<file path="config.mk">
export PLATFORM = sky130hd
export DESIGN_NAME = cdb_arbiter_flat
export DESIGN_NICKNAME = d
export VERILOG_FILES = /design/src/rtl/cdb_arbiter_pkg.sv /design/src/rtl/cdb_arbiter_if.sv /design/src/rtl/cdb_arbiter_rr_pick.sv /design/src/rtl/cdb_arbiter.sv /design/src/flat_wrapper.sv
export SDC_FILE = /design/constraint.sdc
export NUM_CORES = 1
export LEC_CHECK = 0
export BUFFER_PORTS_ARGS = -buffer_cell sky130_fd_sc_hd__buf_2
export CORE_UTILIZATION = 31
export CTS_CLUSTER_DIAMETER = 100
export DETAILED_ROUTE_END_ITERATION = 16
export GPL_TIMING_DRIVEN = 1
export PLACE_DENSITY = 0.59
export RECOVER_POWER = 50
export SYNTH_ARGS = -nofsm -noshare
export SYNTH_HDL_FRONTEND = slang
export SYNTH_SLANG_ARGS = --single-unit
</file>
<file path="constraint.sdc">
create_clock -name clk -period 5.22 [get_ports clk]
set_clock_uncertainty 0.15 [all_clocks]
set_input_delay 1.044 -clock clk [delete_from_list [all_inputs] [get_ports clk]]
set_output_delay 1.044 -clock clk [all_outputs]
set_load 0.05 [all_outputs]
</file>
<file path="src/rtl/cdb_arbiter_pkg.sv">
// Shared definitions for the common data bus arbiter: default widths,
// requester indices, the invalid-op code and a saturating counter helper.
package cdb_arbiter_pkg;

  localparam int N_REQ_DEF  = 3;
  localparam int TAG_W_DEF  = 4;
  localparam int DATA_W_DEF = 32;
  localparam int CNT_W      = 16;
  localparam int SRC_W      = 2;

  typedef enum logic [SRC_W-1:0] {
    SRC_ALU = 2'd0,
    SRC_LSB = 2'd1,
    SRC_BRU = 2'd2
  } src_e;

  localparam logic [4:0] OP_INVALID = 5'b11111;

  function automatic logic [CNT_W-1:0] sat_inc(input logic [CNT_W-1:0] v);
    return (v == {CNT_W{1'b1}}) ? v : v + 1'b1;
  endfunction

endpackage

</file>
<file path="src/rtl/cdb_arbiter_if.sv">
// Requester handshake and broadcast bus of the CDB arbiter. The arbiter
// takes the slave side; functional units and the bench take the master side.
interface cdb_arbiter_if
  import cdb_arbiter_pkg::*;
#(
  parameter int N_REQ  = N_REQ_DEF,
  parameter int TAG_W  = TAG_W_DEF,
  parameter int DATA_W = DATA_W_DEF
);
  logic [N_REQ-1:0]        req_valid;
  logic [N_REQ*TAG_W-1:0]  req_tag;
  logic [N_REQ*DATA_W-1:0] req_value;
  logic [N_REQ-1:0]        req_ready;
  logic                    cdb_valid;
  logic [TAG_W-1:0]        cdb_tag;
  logic [DATA_W-1:0]       cdb_value;
  logic [SRC_W-1:0]        cdb_src;

  modport master (
    output req_valid, req_tag, req_value,
    input  req_ready, cdb_valid, cdb_tag, cdb_value, cdb_src
  );

  modport slave (
    input  req_valid, req_tag, req_value,
    output req_ready, cdb_valid, cdb_tag, cdb_value, cdb_src
  );
endinterface

</file>
<file path="src/rtl/cdb_arbiter_rr_pick.sv">
// Rotating priority encoder: the first set bit of i_valid at or after i_ptr
// (wrapping) wins, reported both one-hot and as an index.
module rr_pick #(
  parameter int N     = 3,
  parameter int PTR_W = 2
) (
  input  logic [N-1:0]     i_valid,
  input  logic [PTR_W-1:0] i_ptr,
  output logic [N-1:0]     o_grant,
  output logic [PTR_W-1:0] o_idx,
  output logic             o_any
);

  // Scanning the doubled vector from i_ptr upward performs the wrap for free.
  logic [2*N-1:0] w_dbl;
  assign w_dbl = {i_valid, i_valid};

  // NOTE: every output gets a default before the loop, so no path leaves one
  // unassigned and no latch is inferred.
  always_comb begin
    o_any   = 1'b0;
    o_idx   = '0;
    o_grant = '0;
    for (int k = 0; k < 2 * N; k++) begin
      if (!o_any && k >= int'(i_ptr) && w_dbl[k]) begin
        o_any = 1'b1;
        o_idx = PTR_W'((k < N) ? k : k - N);
      end
    end
    if (o_any) o_grant[o_idx] = 1'b1;
  end

endmodule

</file>
<file path="src/rtl/cdb_arbiter.sv">
// Round-robin arbiter for the common data bus: one result per cycle is
// broadcast one cycle after its transfer, with per-source saturating counters.
module cdb_arbiter
  import cdb_arbiter_pkg::*;
#(
  parameter int N_REQ  = N_REQ_DEF,
  parameter int TAG_W  = TAG_W_DEF,
  parameter int DATA_W = DATA_W_DEF
) (
  input  logic                   clk,
  input  logic                   rst,
  input  logic                   i_flush,
  cdb_arbiter_if.slave           bus,
  output logic [N_REQ*CNT_W-1:0] o_bcast_cnt
);

  localparam int PTR_W = (N_REQ > 1) ? $clog2(N_REQ) : 1;

  logic [PTR_W-1:0]            r_rr_ptr;
  logic                        r_cdb_valid;
  logic [TAG_W-1:0]            r_cdb_tag;
  logic [DATA_W-1:0]           r_cdb_value;
  logic [SRC_W-1:0]            r_cdb_src;
  logic [N_REQ-1:0][CNT_W-1:0] r_bcast_cnt;

  logic [N_REQ-1:0] w_grant;
  logic [PTR_W-1:0] w_idx;
  logic             w_any;
  logic             w_xfer;

  rr_pick #(.N(N_REQ), .PTR_W(PTR_W)) u_pick (
    .i_valid (bus.req_valid),
    .i_ptr   (r_rr_ptr),
    .o_grant (w_grant),
    .o_idx   (w_idx),
    .o_any   (w_any)
  );

  // Grants are suppressed during reset and squash so nothing is consumed.
  assign bus.req_ready = (rst && !i_flush) ? w_grant : '0;
  assign w_xfer        = w_any && rst && !i_flush;

  // NOTE: state uses non-blocking assignments so every register samples the
  // pre-edge values, independent of statement order.
  always_ff @(posedge clk) begin
    if (!rst) begin
      r_rr_ptr    <= '0;
      r_cdb_valid <= 1'b0;
      r_cdb_tag   <= '0;
      r_cdb_value <= '0;
      r_cdb_src   <= '0;
      r_bcast_cnt <= '0;
    end else begin
      r_cdb_valid <= w_xfer;
      if (w_xfer) begin
        r_rr_ptr    <= (w_idx == PTR_W'(N_REQ - 1)) ? '0 : w_idx + 1'b1;
        r_cdb_tag   <= bus.req_tag[w_idx*TAG_W +: TAG_W];
        r_cdb_value <= bus.req_value[w_idx*DATA_W +: DATA_W];
        r_cdb_src   <= SRC_W'(w_idx);
        r_bcast_cnt[w_idx] <= sat_inc(r_bcast_cnt[w_idx]);
      end
    end
  end

  assign bus.cdb_valid = r_cdb_valid;
  assign bus.cdb_tag   = r_cdb_tag;
  assign bus.cdb_value = r_cdb_value;
  assign bus.cdb_src   = r_cdb_src;
  assign o_bcast_cnt   = r_bcast_cnt;

endmodule
</file>
<file path="src/flat_wrapper.sv">
// flat-port wrapper written by rule: the top's interface ports become plain ports
module cdb_arbiter_flat import cdb_arbiter_pkg::*;
#(
  parameter int N_REQ  = N_REQ_DEF,
  parameter int TAG_W  = TAG_W_DEF,
  parameter int DATA_W = DATA_W_DEF
)
  (clk, rst, i_flush, o_bcast_cnt, bus_req_valid, bus_req_tag, bus_req_value, bus_req_ready, bus_cdb_valid, bus_cdb_tag, bus_cdb_value, bus_cdb_src);
  cdb_arbiter_if #(.N_REQ(N_REQ), .TAG_W(TAG_W), .DATA_W(DATA_W)) bus_i ();
  input  logic clk;
  input  logic rst;
  input  logic i_flush;
  output logic [N_REQ*CNT_W-1:0] o_bcast_cnt;
  input wire logic [$bits(bus_i.req_valid)-1:0] bus_req_valid;
  input wire logic [$bits(bus_i.req_tag)-1:0] bus_req_tag;
  input wire logic [$bits(bus_i.req_value)-1:0] bus_req_value;
  output wire logic [$bits(bus_i.req_ready)-1:0] bus_req_ready;
  output wire logic [$bits(bus_i.cdb_valid)-1:0] bus_cdb_valid;
  output wire logic [$bits(bus_i.cdb_tag)-1:0] bus_cdb_tag;
  output wire logic [$bits(bus_i.cdb_value)-1:0] bus_cdb_value;
  output wire logic [$bits(bus_i.cdb_src)-1:0] bus_cdb_src;
  assign bus_i.req_valid = bus_req_valid;
  assign bus_i.req_tag = bus_req_tag;
  assign bus_i.req_value = bus_req_value;
  assign bus_req_ready = bus_i.req_ready;
  assign bus_cdb_valid = bus_i.cdb_valid;
  assign bus_cdb_tag = bus_i.cdb_tag;
  assign bus_cdb_value = bus_i.cdb_value;
  assign bus_cdb_src = bus_i.cdb_src;
  cdb_arbiter #(.N_REQ(N_REQ), .TAG_W(TAG_W), .DATA_W(DATA_W)) u_core (.clk(clk), .rst(rst), .i_flush(i_flush), .bus(bus_i), .o_bcast_cnt(o_bcast_cnt));
endmodule
</file>
==> reports/qor.txt, run 1 <==
====================================================================================
Worst-path clk slew                                                          0.06 ns
Worst R2R Setup Slack                                                        1.41 ns
Floorplan row count                                                               43
Yosys reg bits                                                                    89
Gr usage total                                                                 20.6%
Final design area excluding fillers                                        5820 um^2
Startpoint-to-endpoint class of the critical path                          in -> out
Largest cells by area after synthesis                                   dfxtp_1, nand3_1, o21ai_0
Total placed instance area                                                 5590 um^2
Netlist area before placement                                              4440 um^2
Cts repair resizes                                                                 0
Aggregate negative setup slack                                                  0 ns
EDFF count, synth                                                                  0
Depth of the worst register-to-register path                                       7
Count of buffers inserted at the top-level ports                                 203
Final nets                                                                       814
Synth async-reset ratio                                                           0%
Combinational power share                                                      21.8%
Unique cell type count in the Yosys netlist                                       55
Avg Cell Area, Syn                                                         8.49 um^2
CTS root buffer                                                            clkbuf_16
Class of the worst hold path                                              reg -> reg
TritonCTS Sinks                                                                   89
Max Transition Viols Final                                                        59
Required time of the worst setup path                                        4.03 ns
Endpoint of the most critical register-to-register path                 u_core.o_bcast_cnt[21]
Core footprint                                                            13900 um^2
Setup bufs post-CTS                                                                0
Synth warn                                                                         0
Share of the yosys chip area belonging to registers                            40.1%
Number of nets with antenna violations after routing                               0
Highest-count cells in the layout ignoring fill and taps                buf_2, clkbuf_1, dfxtp_1
Starting DRC count in detailed routing                                           392
Synth Instances                                                                  523
Crit-path max FO                                                                  21
Most common cell after layout, fill and taps aside                             buf_2
Switching power                                                           0.000599 W
Measured slew at the worst slew-check pin                                    2.25 ns
Wire length of the first global-routing pass                                 23.7 mm
Switch share                                                                   31.7%
Leakage power figure                                                         2.11 nW
Nets in the synthesized netlist                                                  637
Routed vias                                                                     5054
DPL Wire Length                                                              11.1 mm
Utilization after layout                                                       41.7%
Worst max-slew margin expressed relative to the limit                         -49.7%
Final Hold Vio Count                                                               0
Internal                                                                   0.00129 W
Fraction of layout instances using a drive strength above 1                    23.7%
Worst VDD drop                                                                191 uV
Buffer levels on the longest clock path                                            2
Setup violation total in the final timing report                                   0
Chip height                                                                   122 um
Worst EP arrival                                                             3.13 ns
Via count of the first global-routing pass                                      4529
Area used by multi-input combinational logic                               2400 um^2
Latest clock arrival within the worst-skew pair                              0.34 ns
RSZ-0062 raised after global routing                                           false
Initial core utilization                                                       31.9%
Vias per cell                                                                   5.71
Final critical-path required period                                          4.32 ns
Power per cell area                                                      324 nW/um^2
Dominant register cell in the synthesized netlist                            dfxtp_1
Share of power burned in the clock network                                     38.7%
Routability congestion estimate                                                0.845
Width of the die                                                              122 um
Number of buffers inserted for hold repair after clock tree synthesis              0
Startpoint types                                                          input port
Total wirelength of the detailed-routed design                               15.9 mm
Number of antenna violations at the first check in global routing                  0
Sequential share of power                                                      39.5%
TritonCTS clock tree                                                             yes
Overall die area                                                          14800 um^2
Signed area change from the synthesized netlist to the final layout            31.0%
Antenna fix cells                                                                  0
Share of the cycle needed by the critical path after routing                   82.8%
Share of the synthesized area in the top cell type                             40.1%
Cell type with the largest total area after synthesis                        dfxtp_1
Post-detailed-route wirelength per cell                                      17.9 um
Fmax                                                                       0.231 GHz
Total congestion overflow                                                          0
Number of fill cells in the layout                                              1459
Element type at the critical path end                                     output pin
End of the worst hold path                                              u_core.bus.cdb_src[1]
H-tree Lvls                                                                        3
Violated checks                                                         capacitance limit, slew limit
Max-cap violations                                                                 1
Iteration count of the initial detailed-routing pass                               6
Worst r2r src                                                           u_core.r_rr_ptr[0]
Area taken by flip-flops and latches                                       1780 um^2
Startpoint of the most critical hold path                               u_core.bus.cdb_src[1]
Outcome                                                                 finished, violations left
Drc violations                                                                     0
Num CTS Buffers                                                                    9
Count of cells along the worst hold path                                           2
Pin count of the biggest net entering global routing                              69
IO Count                                                                         204
====================================================================================
==> worst max-delay path, cell delays in order <==
cell and delay [ns]:
buf_2 0.09, inv_1 0.03, clkbuf_1 0.39, nor2_1 0.37
o31ai_4 0.12, inv_1 0.54, nand2_1 0.16, inv_1 0.11
buf_2 0.26
==> through the flow <==
step	std cells	setup slack, ns	power [W]	hold WS (ns)
after global placement	869	1.05	0.00117	0.297
after detailed placement	869	0.988	0.00118	0.311
after global routing	885	0.573	0.00197	0.345
after CTS	885	1.20	0.00192	0.320
after floorplan	523	1.29	0.00105	0.442
final	885	0.895	0.00189	0.318
==> power by group through the flow <==
stage | registers (W) | clock network [W] | logic (W)
final | 0.000746 | 0.000730 | 0.000411
after global placement | 0.000758 | 0 | 0.000414
after global routing | 0.000750 | 0.000779 | 0.000439
after detailed placement | 0.000759 | 0 | 0.000419
after CTS | 0.000744 | 0.000752 | 0.000420
after floorplan | 0.000881 | 0 | 0.000166
==> area by class of cell <==
type	instances	share of cell area, %
clock inverter	4	1.27
inverter	14	0.903
clock buffer	12	4.58
multi-input combinational	367	41.2
tap	180	3.87
sequential	89	30.6
timing repair buffer	219	17.5
==> metal layers <==
layer	global-route usage [%]	part of all wire (%)	wire [um]	up-vias
met2	33.3	48	7560	225
met5	0	0	0	-
met3	5.48	7.4	1180	28
met1	26.3	43	6810	2393
li1	-	-	-	2408
met4	7.56	2.0	319	0
==> worst max-delay path by stage <==
stage / from / end / slack [ns]
finish: rst / bus_req_ready[0] / 0.90
global route: rst / u_core.bus.cdb_value[2] / 0.57
CTS: rst / bus_req_ready[0] / 1.20
detailed placement: bus_req_valid[2] / u_core.o_bcast_cnt[17] / 0.99
global placement: bus_req_valid[2] / u_core.o_bcast_cnt[17] / 1.05
floorplan: bus_req_valid[2] / bus_req_ready[1] / 1.29
==> cells by family (layout without fill, tap and decap cells) <==
family          Yosys count  after routing  synth area share [%]
simple gates            155            155                  19.1
compound gates          207            207                  33.4
mux                       4              4                  1.01
xor+xnor                  1              1                 0.197
buf+inv                  67            249                  6.20
flops                    89             89                  40.1
==> flip-flops by register name (all words and copies together) (netlist names) <==
| signal | count |
|---|---|
| u_core.o_bcast_cnt | 48 |
| u_core.bus.cdb_value | 32 |
| u_core.bus.cdb_tag | 4 |
| u_core.bus.cdb_src | 2 |
| u_core.r_rr_ptr | 2 |
| u_core.bus.cdb_valid | 1 |
==> Yosys cell counts, types with 3 or more instances <==
master and instances:
a31oi_1 29, nand2_1 27, buf_4 4, a21oi_1 12, a211o_1 4, nor3_1 12, o21ai_1 14, nor2_1 10
o21a_1 8, a22oi_1 24, and2_1 3, dfxtp_1 89, inv_1 14, o31ai_1 7, o211ai_1 12, nand4_1 11
a21o_1 3, a32oi_1 7, or3_1 3, nand3_1 73, a222oi_1 17, o221ai_1 8, mux2_2 4, buf_2 7
clkbuf_1 40, a311oi_1 3, o21ai_0 43
No activity file was read; power rests on OpenSTA's default activity.
==> run 2: changes to the inputs <==
--- a/config.mk
+++ b/config.mk
@@ -10,7 +10,7 @@
 export CTS_CLUSTER_DIAMETER = 100
 export DETAILED_ROUTE_END_ITERATION = 16
 export GPL_TIMING_DRIVEN = 1
-export PLACE_DENSITY = 0.59
+export PLACE_DENSITY = 0.61
 export RECOVER_POWER = 50
 export SYNTH_ARGS = -nofsm -noshare
 export SYNTH_HDL_FRONTEND = slang
==> constraint.sdc (replaced) <==
create_clock -name clk -period 3.6 [get_ports clk]
set_clock_uncertainty 0.15 [all_clocks]
set_input_delay 0.72 -clock clk [delete_from_list [all_inputs] [get_ports clk]]
set_output_delay 0.72 -clock clk [all_outputs]
set_load 0.05 [all_outputs]
==> reports/qor.txt, run 2 (synthesis gave the netlist of run 1 again) <==
====================================================================================
Outcome                                                                 finished clean
Iteration count of the initial detailed-routing pass                               9   +3
TritonCTS Sinks                                                                   89   unchanged
Post-placement setup slack                                                  0.104 ns   -0.884 ns
Startpoint of the most critical hold path                               u_core.bus.cdb_src[0]
Class of the worst hold path                                              reg -> reg
Post-route insts no fill                                                         898   +1.5%
Floorplan row count                                                               43   unchanged
IO Count                                                                         204   unchanged
Max Transition Viols Final                                                         0   -100%
Launching instance or port of the critical path                         bus_req_valid[2]
Initial core utilization                                                       31.9%   unchanged
Number of placed instances, taps included                                        882   +1.5%
Measured slew at the worst slew-check pin                                   0.817 ns   -1.43 ns
Gr usage total                                                                 20.9%   +0.25 points
Routed vias                                                                     5146   +1.8%
Count of cells along the worst hold path                                           2   unchanged
Number of flip-flops under the largest register name                              48   unchanged
Final Hold Vio Count                                                               0   unchanged
Drc violations                                                                     0   unchanged
Final critical-path required period                                          3.29 ns
Vias per cell                                                                   5.73   +0.35%
Setup bufs post-CTS                                                                0   unchanged
Highest-count cells in the layout ignoring fill and taps                buf_2, dfxtp_1, clkbuf_1
Width of the die                                                              122 um   unchanged
RSZ-0062 raised after global routing                                           false
Startpoint-to-endpoint class of the critical path                          in -> out
Via count of the first global-routing pass                                      4743   +4.7%
Setup violation total in the final timing report                                   0   unchanged
Final design area excluding fillers                                        5890 um^2   +1.3%
Total congestion overflow                                                          0   unchanged
Overall die area                                                          14800 um^2   unchanged
Num CTS Buffers                                                                    9   unchanged
Total wirelength of the detailed-routed design                               15.8 mm   -0.26%
Startpoint types                                                          input port
Worst max-slew margin expressed relative to the limit                          45.5%   +95 points
Worst-path clk slew                                                          0.07 ns   about the same
Leakage power figure                                                         2.16 nW   +2.3%
Number of buffers inserted for hold repair after clock tree synthesis              0   unchanged
Fraction of layout instances using a drive strength above 1                    25.1%   +1.4 points
Share of the cycle needed by the critical path after routing                   91.4%
Signed area change from the synthesized netlist to the final layout            32.7%
Routability congestion estimate                                                0.891   +5.4%
TritonCTS clock tree                                                             yes
Latest clock arrival within the worst-skew pair                              0.35 ns   about the same
Worst EP arrival                                                             2.42 ns   -0.71 ns
Buffer levels on the longest clock path                                            2   unchanged
Worst VDD drop                                                                205 uV   +7.4%
Antenna fix cells                                                                  0   unchanged
Max-cap violations                                                                 0   -1
Hold WS                                                                     0.316 ns   -0.00189 ns
Fmax                                                                       0.304 GHz
Total placed instance area                                                 5690 um^2   +1.7%
Post-detailed-route wirelength per cell                                      17.6 um   -1.7%
Power per cell area                                                      455 nW/um^2   +40%
Cts repair resizes                                                                 0   unchanged
Core footprint                                                            13900 um^2   unchanged
Crit-path max FO                                                                  16   -24%
DPL Wire Length                                                              11.4 mm   +2.8%
Count of buffers inserted at the top-level ports                                 203   unchanged
Final nets                                                                       827   +1.6%
Aggregate negative setup slack                                                  0 ns   unchanged
Chip height                                                                   122 um   unchanged
Post-layout worst setup margin                                              0.308 ns   -0.587 ns
Worst r2r src                                                           u_core.r_rr_ptr[0]
Number of antenna violations at the first check in global routing                  0   unchanged
Pin count of the biggest net entering global routing                              69   unchanged
Required time of the worst setup path                                        2.73 ns   -1.30 ns
Depth of the worst register-to-register path                                       7   unchanged
CTS root buffer                                                            clkbuf_16
Element type at the critical path end                                     output pin
H-tree Lvls                                                                        3   unchanged
Most common cell after layout, fill and taps aside                             buf_2
Number of nets with antenna violations after routing                               0   unchanged
Wire length of the first global-routing pass                                 24.0 mm   +1.1%
Starting DRC count in detailed routing                                           348   -11%
====================================================================================
run 2: layout make-up:
| cell class | count | area (um^2) |
|---|---|---|
| sequential | 89 | 1780 |
| fill | 1411 | 8040 |
| clock buffer | 11 | 253 |
| multi-input combinational | 367 | 2400 |
| tap | 180 | 225 |
| inverter | 14 | 52.6 |
| timing repair buffer | 232 | 1120 |
| clock inverter | 5 | 60.1 |
run 2: critical path, stage by stage:
cell,delay (ns)
buf_2,0.18
a21oi_2,0.39
o21a_1,0.34
buf_4,0.29
nand2_1,0.11
inv_1,0.11
buf_2,0.27
run 2: report_power, final:
group          internal (W)  switching [W]  leakage, nW  total (W)
Clock              0.000580       0.000412        0.153   0.000992
Combinational      0.000176       0.000431         1.28   0.000607
Sequential          0.00104      0.0000427        0.726    0.00108
Total               0.00180       0.000886         2.16    0.00268
run 2: path summary, 6_finish.rpt:
path,slack [ns],to
setup / recovery,0.31,bus_req_ready[1]
hold / removal,0.32,u_core.bus.cdb_src[0]
hold reg to reg,0.32,u_core.bus.cdb_src[0]
setup reg to reg,0.35,u_core.o_bcast_cnt[33]
run 2: metrics by stage:
step           util, %  total power (W)
2_1_floorplan        -          0.00152
3_3_place_gp      40.8          0.00171
3_5_place_dp      40.8          0.00172
4_1_cts           43.1          0.00271
5_1_grt           42.3          0.00279
6_report          42.3          0.00268
run 2: layer usage:
metal / track usage (%) / wire length, um / up-vias
met2: 32.9 / 7340 / 229
met5: 0 / 0 / -
li1: - / - / 2432
met3: 4.21 / 1050 / 33
met4: 9.57 / 425 / 0
met1: 27.4 / 7010 / 2452
==> run 3: changes to the inputs <==
--- a/config.mk
+++ b/config.mk
@@ -10,7 +10,7 @@
 export CTS_CLUSTER_DIAMETER = 100
 export DETAILED_ROUTE_END_ITERATION = 16
 export GPL_TIMING_DRIVEN = 1
-export PLACE_DENSITY = 0.61
+export PLACE_DENSITY = 0.59
 export RECOVER_POWER = 50
 export SYNTH_ARGS = -nofsm -noshare
 export SYNTH_HDL_FRONTEND = slang
==> constraint.sdc (replaced) <==
create_clock -name clk -period 4.1 [get_ports clk]
set_clock_uncertainty 0.15 [all_clocks]
set_input_delay 0.82 -clock clk [delete_from_list [all_inputs] [get_ports clk]]
set_output_delay 0.82 -clock clk [all_outputs]
set_load 0.05 [all_outputs]
==> reports/qor.txt, run 3 (synthesis gave the netlist of run 1 again) <==
====================================================================================
Number of buffers inserted for hold repair after clock tree synthesis              0   unchanged
CP Cell Sequence                                                        nand3b_4 -> a31o_1 -> nand2_1 -> inv_1 -> buf_2
Number of nets with antenna violations after routing                               0   unchanged
Worst-path clk slew                                                          0.06 ns   about the same
Fmax                                                                       0.267 GHz
Final Hold Vio Count                                                               0   unchanged
Share of the cycle needed by the critical path after routing                   91.3%
Chip height                                                                   122 um   unchanged
Area used by multi-input combinational logic                               2400 um^2   unchanged
Routed vias                                                                     5089   -1.1%
Post-detailed-route wirelength per cell                                      17.8 um   +1.1%
Element type at the critical path end                                     output pin
GR met3 Demand/Resource                                                        3.79%   -0.42 points
Routability congestion estimate                                                0.881   -1.0%
Max-cap violations                                                                 0   unchanged
Leakage power figure                                                         2.12 nW   -1.8%
Setup violation total in the final timing report                                   0   unchanged
Signed area change from the synthesized netlist to the final layout            31.4%
Buffer levels on the longest clock path                                            2   unchanged
Required time of the worst setup path                                        3.13 ns   +0.40 ns
Area taken by flip-flops and latches                                       1780 um^2   unchanged
Aggregate negative setup slack                                                  0 ns   unchanged
Slowest CP cell                                                               a31o_1
TritonCTS Sinks                                                                   89   unchanged
IO Count                                                                         204   unchanged
Total placed instance area                                                 5630 um^2   -1.1%
Vias per cell                                                                   5.72   -0.22%
Setup bufs post-CTS                                                                0   unchanged
Floorplan row count                                                               43   unchanged
Total congestion overflow                                                          0   unchanged
Total wirelength of the detailed-routed design                               15.9 mm   +0.25%
Wire length of the first global-routing pass                                 23.8 mm   -0.80%
Num CTS Buffers                                                                    9   unchanged
Worst max-slew margin expressed relative to the limit                          32.3%   -13 points
Core footprint                                                            13900 um^2   unchanged
TritonCTS clock tree                                                             yes
Starting DRC count in detailed routing                                           393   +13%
H-tree Lvls                                                                        3   unchanged
Pin count of the biggest net entering global routing                              69   unchanged
Via count of the first global-routing pass                                      4578   -3.5%
Number of antenna violations at the first check in global routing                  1   +1
Final critical-path required period                                          3.74 ns
Max Transition Viols Final                                                         0   unchanged
Gr usage total                                                                 20.6%   -0.29 points
Crit-path max FO                                                                  25   +9
Power per cell area                                                      403 nW/um^2   -11%
Initial core utilization                                                       31.9%   unchanged
Post-placement setup slack                                                  0.321 ns   +0.218 ns
Met2 Resource Use GR                                                           32.1%   -0.82 points
Most common cell after layout, fill and taps aside                             buf_2
Delay of the slowest cell on the worst path                                  0.82 ns   +0.43 ns
Count of buffers inserted at the top-level ports                                 203   unchanged
Number of fill cells in the layout                                              1465   +3.8%
Met1 demand-to-capacity share in global routing                                27.3%   -0.089 points
Startpoint-to-endpoint class of the critical path                         reg -> out
Startpoint types                                                                flop
Worst VDD drop                                                                224 uV   +9.3%
Class of the worst hold path                                              reg -> reg
Utilization after layout                                                       41.9%   -0.39 points
Outcome                                                                 finished clean
CTS root buffer                                                            clkbuf_16
Drc violations                                                                     0   unchanged
Width of the die                                                              122 um   unchanged
Cts repair resizes                                                                 0   unchanged
Post-layout worst setup margin                                              0.355 ns   +0.0473 ns
Worst EP arrival                                                             2.77 ns   +0.35 ns
Final design area excluding fillers                                        5840 um^2   -0.91%
Overall die area                                                          14800 um^2   unchanged
Fraction of layout instances using a drive strength above 1                    24.2%   -0.84 points
RSZ-0062 raised after global routing                                           false
Number of flip-flops under the largest register name                              48   unchanged
Iteration count of the initial detailed-routing pass                               5   -4
Antenna fix cells                                                                  0   unchanged
Worst R2R Setup Slack                                                        0.43 ns   +0.08 ns
GR peak layer                                                                   met2
DPL Wire Length                                                              11.5 mm   +0.52%
Highest-count cells in the layout ignoring fill and taps                buf_2, dfxtp_1, clkbuf_1
Measured slew at the worst slew-check pin                                    1.01 ns   +0.198 ns
Latest clock arrival within the worst-skew pair                              0.34 ns   about the same
Final nets                                                                       819   -0.97%
====================================================================================
[run 3: worst paths after layout]
path,start,endpoint,cells past startpoint
worst min register to register,u_core.bus.cdb_src[0],u_core.bus.cdb_src[0],2
worst max-delay path,u_core.r_rr_ptr[0],bus_req_ready[0],5
worst max register to register,u_core.r_rr_ptr[0],u_core.o_bcast_cnt[33],8
worst min-delay path,u_core.bus.cdb_src[0],u_core.bus.cdb_src[0],2
[run 3: per-layer routing]
metal  share of wire (%)  routed length, um
met5                   0                  0
met1                  45               7100
met3                 5.7                908
met2                  47               7470
met4                 2.4                382
[run 3: metrics by stage]
stage / instances / hold WS (ns) / total power, W
finish: 890 / 0.313 / 0.00235
global route: 890 / 0.339 / 0.00245
CTS: 890 / 0.316 / 0.00239
detailed placement: 874 / 0.307 / 0.00150
global placement: 874 / 0.296 / 0.00149
floorplan: 523 / 0.442 / 0.00133
[run 3: worst max-delay path: cells and delay by family, from the launching register on]
| kind | cells | cell delay (ns) |
|---|---|---|
| AOI/OAI and AO/OA | 1 | 0.82 |
| and+or+nand+nor | 2 | 0.45 |
| DFF | 1 | 0.70 |
| buffers and inverters | 2 | 0.45 |
[run 3: area by class of cell]
| cell class | instances | share of cell area [%] |
|---|---|---|
| inverter | 14 | 0.900 |
| clock inverter | 7 | 1.61 |
| multi-input combinational | 367 | 41.1 |
| timing repair buffer | 224 | 18.2 |
| clock buffer | 9 | 3.86 |
| tap | 180 | 3.86 |
| sequential | 89 | 30.5 |
[run 3: where the power goes]
part	internal [W]	total (W)	switching, W
clock network	0.000533	0.000878	0.000344
logic	0.000146	0.000525	0.000379
registers	0.000913	0.000950	0.0000367
